### src/rtl/mem_arbiter_if.sv
// mem_arbiter_if: fetch/data request ports and the single RAM port seen by the arbiter
interface mem_arbiter_if;
  logic        iREN;
  logic [31:0] iaddr;
  logic        ihit;
  logic [31:0] iload;
  logic        dREN;
  logic        dWEN;
  logic [31:0] daddr;
  logic [31:0] dstore;
  logic        dhit;
  logic [31:0] dload;
  logic        ramREN;
  logic        ramWEN;
  logic [31:0] ramaddr;
  logic [31:0] ramstore;
  logic [31:0] ramload;
  logic [1:0]  ramstate;
  logic        err;
  modport master (
    output iREN, iaddr, dREN, dWEN, daddr, dstore, ramload, ramstate,
    input  ihit, iload, dhit, dload, ramREN, ramWEN, ramaddr, ramstore, err
  );
  modport slave (
    input  iREN, iaddr, dREN, dWEN, daddr, dstore, ramload, ramstate,
    output ihit, iload, dhit, dload, ramREN, ramWEN, ramaddr, ramstore, err
  );
endinterface

### src/rtl/mem_arbiter.sv
// mem_arbiter: single-port RAM arbiter, data priority with bounded fetch starvation and a grant watchdog
module mem_arbiter #(
  parameter int MAX_DSTREAK = 4,
  parameter int TIMEOUT     = 16
) (
  input logic          CLK,
  input logic          nRST,
  mem_arbiter_if.slave bus
);
  typedef enum logic [2:0] {IDLE, IGNT, DGNT, RESP, ABRT} state_t;
  localparam int SW = $clog2(MAX_DSTREAK + 1);
  localparam int WW = TIMEOUT > 1 ? $clog2(TIMEOUT) : 1;
  state_t state, state_n;
  logic [SW-1:0] streak;
  logic [WW-1:0] wd;
  logic src_d, wr, rd, dsel, expire;
  assign dsel   = (bus.dREN | bus.dWEN) && !(bus.iREN && streak == SW'(MAX_DSTREAK));
  assign expire = bus.ramstate == 2'd3 || wd == WW'(TIMEOUT - 1);
  always_ff @(posedge CLK or posedge nRST)
    if (nRST) state <= IDLE;
    else      state <= state_n;
  // enables decode straight from state so an async reset drops them at once
  always_comb begin
    state_n = state;
    case (state)
      IDLE:       state_n = dsel ? DGNT : bus.iREN ? IGNT : IDLE;
      IGNT, DGNT: state_n = bus.ramstate == 2'd2 ? RESP : expire ? ABRT : state;
      default:    state_n = IDLE;
    endcase
    bus.ihit   = state == RESP && !src_d;
    bus.dhit   = state == RESP && src_d;
    bus.err    = state == ABRT;
    bus.ramREN = state == IGNT || (state == DGNT && rd && !wr);
    bus.ramWEN = state == DGNT && wr;
  end
  always_ff @(posedge CLK or posedge nRST)
    if (nRST) begin
      streak       <= '0;
      wd           <= '0;
      src_d        <= 1'b0;
      wr           <= 1'b0;
      rd           <= 1'b0;
      bus.ramaddr  <= '0;
      bus.ramstore <= '0;
      bus.iload    <= '0;
      bus.dload    <= '0;
    end else if (state == IDLE) begin
      streak <= (!bus.iREN || state_n == IGNT) ? '0 :
                (state_n == DGNT && streak != SW'(MAX_DSTREAK)) ? streak + 1'b1 : streak;
      wd     <= '0;
      if (state_n == DGNT) begin
        bus.ramaddr  <= bus.daddr;
        bus.ramstore <= bus.dstore;
        wr           <= bus.dWEN;
        rd           <= bus.dREN;
        src_d        <= 1'b1;
      end
      if (state_n == IGNT) begin
        bus.ramaddr <= bus.iaddr;
        src_d       <= 1'b0;
      end
    end else if (state == IGNT || state == DGNT) begin
      wd <= wd + 1'b1;
      if (state_n == RESP && src_d)  bus.dload <= bus.ramload;
      if (state_n == RESP && !src_d) bus.iload <= bus.ramload;
    end
endmodule

### src/flat_wrapper.sv
// flat-port wrapper written by rule: the top's interface ports become plain ports
module mem_arbiter_flat 
#(
  parameter int MAX_DSTREAK = 4,
  parameter int TIMEOUT     = 16
)
  (CLK, nRST, bus_iREN, bus_iaddr, bus_dREN, bus_dWEN, bus_daddr, bus_dstore, bus_ramload, bus_ramstate, bus_ihit, bus_iload, bus_dhit, bus_dload, bus_ramREN, bus_ramWEN, bus_ramaddr, bus_ramstore, bus_err);
  mem_arbiter_if bus_i ();
  input logic CLK;
  input logic nRST;
  input wire logic [$bits(bus_i.iREN)-1:0] bus_iREN;
  input wire logic [$bits(bus_i.iaddr)-1:0] bus_iaddr;
  input wire logic [$bits(bus_i.dREN)-1:0] bus_dREN;
  input wire logic [$bits(bus_i.dWEN)-1:0] bus_dWEN;
  input wire logic [$bits(bus_i.daddr)-1:0] bus_daddr;
  input wire logic [$bits(bus_i.dstore)-1:0] bus_dstore;
  input wire logic [$bits(bus_i.ramload)-1:0] bus_ramload;
  input wire logic [$bits(bus_i.ramstate)-1:0] bus_ramstate;
  output wire logic [$bits(bus_i.ihit)-1:0] bus_ihit;
  output wire logic [$bits(bus_i.iload)-1:0] bus_iload;
  output wire logic [$bits(bus_i.dhit)-1:0] bus_dhit;
  output wire logic [$bits(bus_i.dload)-1:0] bus_dload;
  output wire logic [$bits(bus_i.ramREN)-1:0] bus_ramREN;
  output wire logic [$bits(bus_i.ramWEN)-1:0] bus_ramWEN;
  output wire logic [$bits(bus_i.ramaddr)-1:0] bus_ramaddr;
  output wire logic [$bits(bus_i.ramstore)-1:0] bus_ramstore;
  output wire logic [$bits(bus_i.err)-1:0] bus_err;
  assign bus_i.iREN = bus_iREN;
  assign bus_i.iaddr = bus_iaddr;
  assign bus_i.dREN = bus_dREN;
  assign bus_i.dWEN = bus_dWEN;
  assign bus_i.daddr = bus_daddr;
  assign bus_i.dstore = bus_dstore;
  assign bus_i.ramload = bus_ramload;
  assign bus_i.ramstate = bus_ramstate;
  assign bus_ihit = bus_i.ihit;
  assign bus_iload = bus_i.iload;
  assign bus_dhit = bus_i.dhit;
  assign bus_dload = bus_i.dload;
  assign bus_ramREN = bus_i.ramREN;
  assign bus_ramWEN = bus_i.ramWEN;
  assign bus_ramaddr = bus_i.ramaddr;
  assign bus_ramstore = bus_i.ramstore;
  assign bus_err = bus_i.err;
  mem_arbiter #(.MAX_DSTREAK(MAX_DSTREAK), .TIMEOUT(TIMEOUT)) u_core (.CLK(CLK), .nRST(nRST), .bus(bus_i));
endmodule
### config.mk
export PLATFORM = sky130hd
export DESIGN_NAME = mem_arbiter_flat
export DESIGN_NICKNAME = d
export VERILOG_FILES = /design/src/rtl/mem_arbiter_if.sv /design/src/rtl/mem_arbiter.sv /design/src/flat_wrapper.sv
export SDC_FILE = /design/constraint.sdc
export NUM_CORES = 1
export LEC_CHECK = 0
export ABC_AREA = 1
export BUFFER_PORTS_ARGS = -buffer_cell sky130_fd_sc_hd__buf_4
export CAP_MARGIN = 20
export CORE_AREA = 2 2 150 152
export CTS_CLUSTER_SIZE = 16
export DETAILED_ROUTE_END_ITERATION = 12
export DIE_AREA = 0 0 152 154
export GPL_TIMING_DRIVEN = 0
export PLACE_DENSITY = 0.56
export SLEW_MARGIN = 20
export SYNTH_ARGS = -nofsm -noshare
export SYNTH_HDL_FRONTEND = slang
export SYNTH_SLANG_ARGS = --single-unit
### constraint.sdc
create_clock -name CLK -period 5.8 [get_ports CLK]
set_input_delay 0.58 -clock CLK [delete_from_list [all_inputs] [get_ports CLK]]
set_output_delay 0.58 -clock CLK [all_outputs]
set_load 0.005 [all_outputs]
==> results of run 1 <==
## report_power, final
group,internal (W),total [W],switching (W)
logic,0.000957,0.00210,0.00114
clock network,0.000636,0.00105,0.000416
registers,0.00144,0.00171,0.000265
## cell families after synthesis
| family | after synthesis | share of synthesized area |
|---|---|---|
| AND/OR/NAND/NOR | 492 | 0.3305 |
| flip-flops | 141 | 0.5632 |
| buffers and inverters | 120 | 0.08608 |
| AO/OA/AOI/OAI | 13 | 0.01278 |
| adder cells (fa/ha/maj) | 3 | 0.005992 |
| XOR/XNOR | 1 | 0.001398 |
## path summary, 6_finish.rpt
check | startpoint | end | slack (ns) | cells after the start
max | u_core.src_d | bus_dhit | 3.18 | 5
max reg2reg | u_core.streak[0] | u_core.src_d | 3.79 | 9
max in group asynchronous | nRST | u_core.src_d | 4.83 | 3
min in group CLK | bus_dstore[11] | u_core.bus.ramstore[11] | 0.37 | 3
min | nRST | u_core.bus.iload[25] | 0.16 | 2
min reg2reg | u_core.bus.iload[10] | u_core.bus.iload[10] | 0.47 | 2
## worst register-to-register path, delay by kind of cell (launching register included)
family          cells  cell delay, ns
buf+inv             4            0.84
compound gates      2            0.32
simple gates        2            0.16
fa+ha+maj           1            0.15
flops               1            0.39
## final cells by class
type | count | share of cell area
inverters | 78 | 0.03258
clock inverters | 12 | 0.01344
multi-input cells | 509 | 0.2384
clock buffers | 18 | 0.04764
well taps | 280 | 0.03801
plain buffers | 42 | 0.02674
repair buffers | 268 | 0.2204
flip-flops and latches | 141 | 0.3828
## Yosys cell counts
cell	instances
nand2_1	337
dfrtp_1	141
nand3_1	134
inv_1	73
buf_2	20
buf_6	7
clkbuf_1	7
nand2_2	6
o21ai_0	6
buf_1	5
inv_2	4
nand4_1	4
a21oi_1	3
buf_4	3
ha_1	3
nor2_1	3
nor2_2	2
nor3_1	2
a21oi_4	1
a31oi_1	1
and3_1	1
clkinv_1	1
nand2_4	1
nand3_2	1
nor2_4	1
o21ai_1	1
o31ai_1	1
xor2_1	1
## metrics by stage
| step | area, um^2 | power, W | utilization |
|---|---|---|---|
| after floorplan | 6265 | 0.002736 | - |
| after global placement | 8620 | 0.003834 | 0.3974 |
| after detailed placement | 8655 | 0.003864 | 0.3990 |
| after CTS | 9218 | 0.004951 | 0.4250 |
| after global routing | 9218 | 0.005282 | 0.4250 |
| final | 9218 | 0.004854 | 0.4250 |
## per-layer routing
| layer | global-route usage | wire [um] |
|---|---|---|
| met4 | 0.03783 | 210 |
| met1 | 0.2169 | 8463 |
| met5 | 0 | 0 |
| met3 | 0.05496 | 1410 |
| met2 | 0.2649 | 9111 |
## flip-flops by register name, summed over array words and instances (netlist names)
register	count
u_core.bus.iload	32
u_core.src_d	1
u_core.streak	3
u_core.state	3
u_core.bus.ramaddr	32
u_core.wd	4
u_core.bus.dload	32
u_core.bus.ramstore	32
u_core.wr	1
u_core.rd	1
==> summary.txt, run 1 <==
Status
  • Status: completed

Timing
  • Worst Skew: 0.008104 ns
  • Fin crit period: 2.618 ns
  • Final hold viol count: 0
  • Tightest Pin Transition: 0.5321 ns
  • Endpoints failing setup: 0
  • Final Max Slew Viols: 0
  • F_max: 382.0 MHz
  • Hold_ws: 0.1646 ns
  • Final setup TNS: 0 ns
  • Slew margin rel.: 0.6453
  • Worst setup margin: 3.182 ns
  • Setup repair after global routing missed its margin: no
  • Final Cycle Share: 0.4514

Synthesis
  • Synth area leaders: dfrtp_1 (56%), nand2_1 (20%), nand3_1 (11%)
  • Area leader, netlist: dfrtp_1
  • Register area share after synthesis: 0.5632
  • Yosys reg bits: 141
  • Synth top area share: 0.5632
  • Avg Synthesized Cell Area: 8.136 um^2
  • Mapped Area: 0.006265 mm^2
  • Synth Net Count: 908
  • Synth Warn #: 0
  • Mapped Cells: 770
  • Post-synth cell types: 28

Pwr
  • Leak Pwr: 5.268 nW
  • Power Dens Cells: 526.6 mW/mm^2
  • Worst-case vdd ir drop: 232.3 uV

Floorplanning
  • Die width: 152 um
  • Starting density of the core: 0.2889
  • Row count: 54
  • Num ports: 268
  • Chip Height: 154 um
  • Die area: 0.02341 mm^2
  • Core region area: 0.02169 mm^2

Worst setup path
  • Worst endpoint data arrival time: 2.04 ns
  • Max FO, Critical Path: 10
  • CP delay by family, top: buffers and inverters
  • Startpoint Class: register
  • Worst Path Required: 5.22 ns
  • Crit-path slowest cell: clkinv_1
  • Critical path buffers and inverters: 4
  • Crit path cell chain: clkbuf_1, clkinv_1, clkbuf_1, nor2_1, buf_4
  • WS Path Type: reg -> out
  • CP peak stage delay: 0.36 ns
  • Crit-path most repeated cell: clkbuf_1
  • Crit path capture type: output pin

CTS
  • CTS H-Tree Depth: 4
  • TritonCTS clock tree: done
  • Post-CTS Resized: 0
  • Root buffer cell: clkbuf_16
  • TritonCTS sink count: 141
  • # hold bufs at CTS: 0
  • Clock-pin slew on the worst setup and hold paths: 0.06 ns
  • Clock buffer count from CTS: 17
  • Max Buffers Root-to-Sink: 2
  • Post-CTS setup buffers: 0
  • Worst-Skew Late Latency: 0.41 ns

Drt
  • Antenna-violating nets left: 0
  • Starting DRT DRC Count: 284
  • DRC: 0
  • Vias: 5906
  • Post-Route WL: 19200 um
  • DR WL/cell: 14.24 um
  • Drt pass-1 iters: 4
  • Vias per cell: 4.381

Cells and area
  • # fillers: 2238
  • Number of diodes: 0
  • Fin nets: 1195
  • Post-Layout Cell Count: 1348
  • P&R area growth vs syn: 47.13%
  • Multi-input logic area: 0.002197 mm^2
  • Commonest cells after routing, fill and taps aside: nand2_1 (337), buf_4 (270), dfrtp_1 (141)
  • Register Area: 0.003528 mm^2
  • Fraction of layout cells with a size suffix above 1: 0.3230
  • Most common cell after layout, fill and taps aside: nand2_1

Hold path
  • Path type of the worst min-delay path: in -> async

Place
  • PortBufs: 267
  • Final HPWL DP: 14000 um
  • Pre-CTS setup slack: 3.563 ns
  • Placed cells: 1318
  • Final GP Congestion: 0.7623

Global routing
  • Remaining Overflow, GRT: 0
  • First-pass GRT wire length: 31110 um
  • GR Util All Layers: 0.1650
  • Initial antenna violation count: 0
  • Largest net degree at the start of global routing: 95
  • Vias in the first global route: 5747

Run
  • Max Cap Viol: 0
Note: power is estimated with default switching activity, not from simulation.
==> run 2: changes to the inputs <==
--- a/config.mk
+++ b/config.mk
@@ -13,7 +13,7 @@
 export DETAILED_ROUTE_END_ITERATION = 12
 export DIE_AREA = 0 0 152 154
 export GPL_TIMING_DRIVEN = 0
-export PLACE_DENSITY = 0.56
+export PLACE_DENSITY = 0.58
 export SLEW_MARGIN = 20
 export SYNTH_ARGS = -nofsm -noshare
 export SYNTH_HDL_FRONTEND = slang
==> constraint.sdc (replaced) <==
create_clock -name CLK -period 2.4 [get_ports CLK]
set_input_delay 0.24 -clock CLK [delete_from_list [all_inputs] [get_ports CLK]]
set_output_delay 0.24 -clock CLK [all_outputs]
set_load 0.005 [all_outputs]
==> run 2 against run 1 <==
Critical path type unchanged. Worst setup slack worse by 2.9 ns. Power up 140%. Die area unchanged. Global-route usage fell by 0.33 points. Wire length down 2.8%. Critical path depth down 1.
==> summary.txt, run 2 (synthesis gave the netlist of run 1 again) <==
Timing
  • Final Cycle Share: 0.8664
  • Final setup TNS: 0 ns (unchanged)
  • Worst Skew: 0.01254 ns (+0.004432 ns)
  • Fin crit period: 2.079 ns
  • Final Max Slew Viols: 0 (unchanged)
  • F_max: 480.9 MHz
  • Final hold viol count: 0 (unchanged)
  • Worst setup margin: 0.3208 ns (-2.861 ns)
  • Slew margin rel.: 0.6510 (+0.005741)
  • Endpoints failing setup: 0 (unchanged)
  • Setup repair after global routing missed its margin: no
  • Tightest Pin Transition: 0.5235 ns (-0.008611 ns)

Drt
  • DR WL/cell: 13.71 um (-3.7%)
  • Met1 WL: 8250 um (-2.5%)
  • Starting DRT DRC Count: 317 (+12%)
  • Vias per cell: 4.371 (-0.23%)
  • Post-Route WL: 18650 um (-2.8%)
  • Met3 WL: 1270 um (-9.9%)
  • Antenna-violating nets left: 0 (unchanged)
  • Vias: 5945 (+0.66%)
  • Wire length on met2: 8899 um (-2.3%)
  • Drt pass-1 iters: 5 (+1)
  • DRC: 0 (unchanged)
  • Highest metal used: met4

Hold path
  • Path type of the worst min-delay path: in -> reg
  • Hold Crit Depth: 3

Cells and area
  • Final core occ: 0.4324 (+0.007384)
  • # fillers: 2245 (+0.31%)
  • P&R area growth vs syn: 49.69%
  • Number of diodes: 0 (unchanged)
  • Fraction of layout cells with a size suffix above 1: 0.3259 (+0.002892)
  • Most common cell after layout, fill and taps aside: nand2_1
  • Register Area: 0.003528 mm^2 (unchanged)
  • Commonest cells after routing, fill and taps aside: nand2_1 (337), buf_4 (270), dfrtp_1 (141)
  • Post-Layout Cell Count: 1360 (+0.89%)
  • Multi-input logic area: 0.002197 mm^2 (unchanged)
  • Fin nets: 1205 (+0.84%)

Worst setup path
  • Critical path buffers and inverters: 3 (-1)
  • Startpoint Class: register
  • Crit path capture type: output pin
  • CP peak stage delay: 0.55 ns (+0.19 ns)
  • Crit-path slowest cell: dfrtp_1
  • CP delay by family, top: buffers and inverters
  • Crit path cell chain: clkinvlp_4, clkbuf_1, nor2_1, buf_4
  • Critical Path Stages: 4 (-1)
  • Max FO, Critical Path: 10 (unchanged)
  • Reg2reg path depth: 12 (+3)
  • Worst Path Required: 2.16 ns (-3.06 ns)
  • WS Path Type: reg -> out
  • Worst endpoint data arrival time: 1.84 ns (-0.20 ns)

Floorplanning
  • Row count: 54 (unchanged)
  • Core region area: 0.02169 mm^2 (unchanged)
  • Starting density of the core: 0.2889 (unchanged)
  • Die width: 152 um (unchanged)
  • Die area: 0.02341 mm^2 (unchanged)
  • Chip Height: 154 um (unchanged)
  • Num ports: 268 (unchanged)

CTS
  • TritonCTS sink count: 141 (unchanged)
  • CTS H-Tree Depth: 4 (unchanged)
  • Max Buffers Root-to-Sink: 2 (unchanged)
  • Clock buffer count from CTS: 17 (unchanged)
  • Root buffer cell: clkbuf_16
  • Post-CTS setup buffers: 0 (unchanged)
  • Worst-Skew Late Latency: 0.42 ns (about the same)
  • TritonCTS clock tree: done
  • Clock-pin slew on the worst setup and hold paths: 0.07 ns (about the same)

Place
  • Pre-CTS setup slack: 0.3672 ns (-3.196 ns)
  • Final GP Congestion: 0.7823 (+2.6%)
  • Final HPWL DP: 14170 um (+1.2%)
  • PortBufs: 267 (unchanged)
  • Placed cells: 1322 (+0.30%)

Global routing
  • GR Util All Layers: 0.1617 (-0.003344)
  • Vias in the first global route: 5770 (+0.40%)
  • Initial antenna violation count: 0 (unchanged)
  • Largest net degree at the start of global routing: 32 (-66%)
  • First-pass GRT wire length: 30790 um (-1.0%)
  • Remaining Overflow, GRT: 0 (unchanged)

Pwr
  • Power Dens Cells: 1258 mW/mm^2 (+140%)
  • Leak Pwr: 5.334 nW (+1.3%)
  • Worst-case vdd ir drop: 487.8 uV (+110%)

Run
  • Max Cap Viol: 0 (unchanged)

Status
  • Status: completed
run 2: where the power goes:
part / internal (W) / switching, W
clock: 0.00154 / 0.00108
combinational: 0.00233 / 0.00270
sequential: 0.00348 / 0.000658
run 2: timing repair:
| action | 4_1_cts | 5_1_grt |
|---|---|---|
| endpoints found under the hold margin | 37 | 0 |
| hold buffers | 7 | 0 |
| endpoints found under the setup margin | 0 | 1 |
| gates resized for setup | 0 | 1 |
run 2: stage by stage:
step | cell area, um^2 | hold slack [ns] | total power, W
5_1_grt | 9378 | 0.005785 | 0.01281
2_1_floorplan | 6269 | 0.3566 | 0.006612
3_5_place_dp | 8723 | 0.1773 | 0.009311
4_1_cts | 9378 | 0.0002413 | 0.01201
6_report | 9378 | 0.01667 | 0.01180
3_3_place_gp | 8623 | 0.4392 | 0.009233
run 2: worst min-delay path, cell delays in order:
cell	delay (ns)
buf_4	0.08
nand2_1	0.04
nand2_1	0.05
run 2: final cells by class:
class                           instances  area share
Sequential cell                       141      0.3763
Multi-Input combinational cell        509      0.2343
Timing Repair Buffer                  279      0.2319
Clock buffer                           17     0.04536
Tap cell                              280     0.03736
Inverter                               78     0.03202
Buffer                                 41     0.02588
Clock inverter                         15     0.01694
run 2: metal layers:
layer / GRT usage / up-vias
met2: 0.2580 / 198
met5: 0 / -
met4: 0.04361 / 0
met3: 0.04820 / 14
li1: - / 2980
met1: 0.2146 / 2753
run 2: worst paths after layout:
check                                           from                 endpoint  slack (ns)
worst max-delay path                    u_core.src_d                 bus_dhit        0.32
worst min-delay path                  bus_dstore[16]  u_core.bus.ramstore[16]        0.02
worst max register to register      u_core.streak[0]   u_core.bus.ramaddr[27]        0.41
worst min register to register  u_core.bus.dload[22]     u_core.bus.dload[22]        0.47
max in group asynchronous                       nRST         u_core.streak[2]        1.22
min in group asynchronous                       nRST     u_core.bus.dload[25]        0.31
==> run 3: changes to the inputs <==
--- a/config.mk
+++ b/config.mk
@@ -12,8 +12,8 @@
 export CTS_CLUSTER_SIZE = 16
 export DETAILED_ROUTE_END_ITERATION = 12
 export DIE_AREA = 0 0 152 154
-export GPL_TIMING_DRIVEN = 0
 export PLACE_DENSITY = 0.58
+export RECOVER_POWER = 50
 export SLEW_MARGIN = 20
 export SYNTH_ARGS = -nofsm -noshare
 export SYNTH_HDL_FRONTEND = slang
==> run 3 against run 2 <==
Sequential share of layout area is 1.0 points higher. Maximum frequency is 4.1% lower. Largest cell class unchanged. Die area stayed put. Core utilization is 1.2 points lower. Register-to-register slack worse by 0.18 ns. Clock power is 2% lower. Clock skew is 0.00054 ns lower.
==> summary.txt, run 3 (synthesis gave the netlist of run 1 again) <==
Worst setup path
  • Startpoint Class: register
  • R2R setup slack: 0.23 ns (-0.18 ns)
  • Worst endpoint data arrival time: 2.51 ns (+0.67 ns)
  • WS Path Type: reg -> reg
  • Worst Path Required: 2.75 ns (+0.59 ns)
  • Reg2reg path depth: 10 (-2)
  • Max FO, Critical Path: 35 (+25)
  • Crit path capture type: register

Cells and area
  • Most common cell after layout, fill and taps aside: nand2_1
  • Commonest cells after routing, fill and taps aside: nand2_1 (337), buf_4 (215), dfrtp_1 (141)
  • P&R area growth vs syn: 45.66%
  • Fin nets: 1179 (-2.2%)
  • Number of diodes: 0 (unchanged)
  • Fraction of layout cells with a size suffix above 1: 0.3017 (-0.02422)
  • Register Area: 0.003528 mm^2 (unchanged)
  • Multi-input logic area: 0.002197 mm^2 (unchanged)
  • # fillers: 2251 (+0.27%)

Floorplanning
  • Chip Height: 154 um (unchanged)
  • Row count: 54 (unchanged)
  • Starting density of the core: 0.2889 (unchanged)
  • Die area: 0.02341 mm^2 (unchanged)
  • Num ports: 268 (unchanged)
  • Core region area: 0.02169 mm^2 (unchanged)
  • Die width: 152 um (unchanged)

Place
  • Final HPWL DP: 13190 um (-6.9%)
  • PortBufs: 267 (unchanged)
  • Pre-CTS setup slack: 0.2470 ns (-0.1202 ns)
  • Final GP Congestion: 0.7584 (-3.1%)

Global routing
  • GR Util All Layers: 0.1624 (+0.0006747)
  • First-pass GRT wire length: 30880 um (+0.29%)
  • Remaining Overflow, GRT: 0 (unchanged)
  • Initial antenna violation count: 0 (unchanged)
  • Largest net degree at the start of global routing: 78 (+140%)
  • Vias in the first global route: 5948 (+3.1%)

Drt
  • Post-Route WL: 18900 um (+1.4%)
  • Starting DRT DRC Count: 268 (-15%)
  • DR WL/cell: 14.17 um (+3.3%)
  • Drt pass-1 iters: 4 (-1)
  • DRC: 0 (unchanged)
  • Antenna-violating nets left: 0 (unchanged)
  • Vias per cell: 4.451 (+1.8%)
  • Vias: 5937 (-0.13%)

CTS
  • Clock-pin slew on the worst setup and hold paths: 0.06 ns (about the same)
  • TritonCTS sink count: 141 (unchanged)
  • Post-CTS setup buffers: 0 (unchanged)
  • Worst-Skew Late Latency: 0.42 ns (about the same)
  • Max Buffers Root-to-Sink: 2 (unchanged)
  • CTS H-Tree Depth: 4 (unchanged)
  • Clock buffer count from CTS: 17 (unchanged)
  • TritonCTS clock tree: done
  • Root buffer cell: clkbuf_16

Timing
  • Worst Skew: 0.01199 ns (-0.0005442 ns)
  • F_max: 461.4 MHz (-4.1%)
  • Final Max Slew Viols: 0 (unchanged)
  • Tightest Pin Transition: 1.309 ns (+0.7859 ns)
  • Setup repair after global routing missed its margin: no
  • Final hold viol count: 0 (unchanged)
  • Worst setup margin: 0.2328 ns (-0.08797 ns)
  • Fin crit period: 2.167 ns (+0.08798 ns)
  • Final Cycle Share: 0.9030 (+0.03666)
  • Final setup TNS: 0 ns (unchanged)
  • Endpoints failing setup: 0 (unchanged)
  • Slew margin rel.: 0.1271 (-0.5239)

Status
  • Status: completed

Hold path
  • Hold Crit Depth: 3 (unchanged)
  • Path type of the worst min-delay path: in -> reg

Pwr
  • Worst-case vdd ir drop: 451.6 uV (-7.4%)
  • Leak Pwr: 5.165 nW (-3.2%)
  • Power Dens Cells: 1262 mW/mm^2 (+0.29%)

Run
  • Max Cap Viol: 0 (unchanged)
==> run 3: cell types whose count changed in the layout (fill, tap and decap cells not counted), sizes merged <==
cell and change:
bufinv -1, buf -90, clkbuf +64, inv +1, dlygate4sd3 +2, clkinvlp -2
==> run 3: worst paths after layout <==
path	from	end
max	u_core.wd[0]	u_core.bus.ramaddr[25]
min	bus_dstore[1]	u_core.bus.ramstore[1]
max reg2reg	u_core.wd[0]	u_core.bus.ramaddr[25]
min reg2reg	u_core.bus.iload[0]	u_core.bus.iload[0]
max in group asynchronous	nRST	u_core.bus.dload[6]
min in group asynchronous	nRST	u_core.bus.iload[23]
==> run 3: timing repair <==
item,CTS,global route
endpoints found under the setup margin,0,0
hold endpoints to repair,16,0
gates resized for setup,0,0
hold buffers,9,0
==> run 3: final cells by class <==
class                      count  share of cell area
multi-input combinational    509              0.2408
clock inverter                13             0.01412
clock buffer                  19             0.04854
sequential                   141              0.3867
timing repair buffer         294              0.2393
inverter                      78             0.03222
tap                          280             0.03839
==> run 3: metal layers <==
layer / up-vias / wire, um / track usage
met2: 188 / 9251 / 0.2677
met4: 0 / 304 / 0.05518
li1: 2929 / - / -
met1: 2800 / 8251 / 0.2068
met5: - / 0 / 0
met3: 20 / 1093 / 0.04369
==> run 3: worst max-delay path, stage by stage (launching register included) <==
cell	delay [ns]
dfrtp_1	0.39
ha_1	0.20
nand3_1	0.14
nand3_1	0.10
nand2_1	0.09
a21oi_4	0.17
buf_4	0.38
nand2_4	0.33
nand2_1	0.15
nand3_1	0.08
nand2_1	0.07
==> run 3: per-stage QoR <==
stage	instances	hold WS, ns	total power [W]	instance area, um^2	util
finish	1334	0.02213	0.01152	9125	0.4207
global route	1334	0.003917	0.01247	9125	0.4207
CTS	1334	0.0003233	0.01186	9211	0.4247
detailed placement	1293	0.2076	0.009192	8549	0.3942
global placement	1293	0.2116	0.009101	8549	0.3942
floorplan	770	0.3566	0.006612	6269	-
==> run 3: power by group <==
group / internal [W] / switching (W) / leakage, nW
clock: 0.00148 / 0.00111 / 0.276
sequential: 0.00348 / 0.000629 / 1.77
combinational: 0.00212 / 0.00270 / 3.12
total: 0.00707 / 0.00444 / 5.17
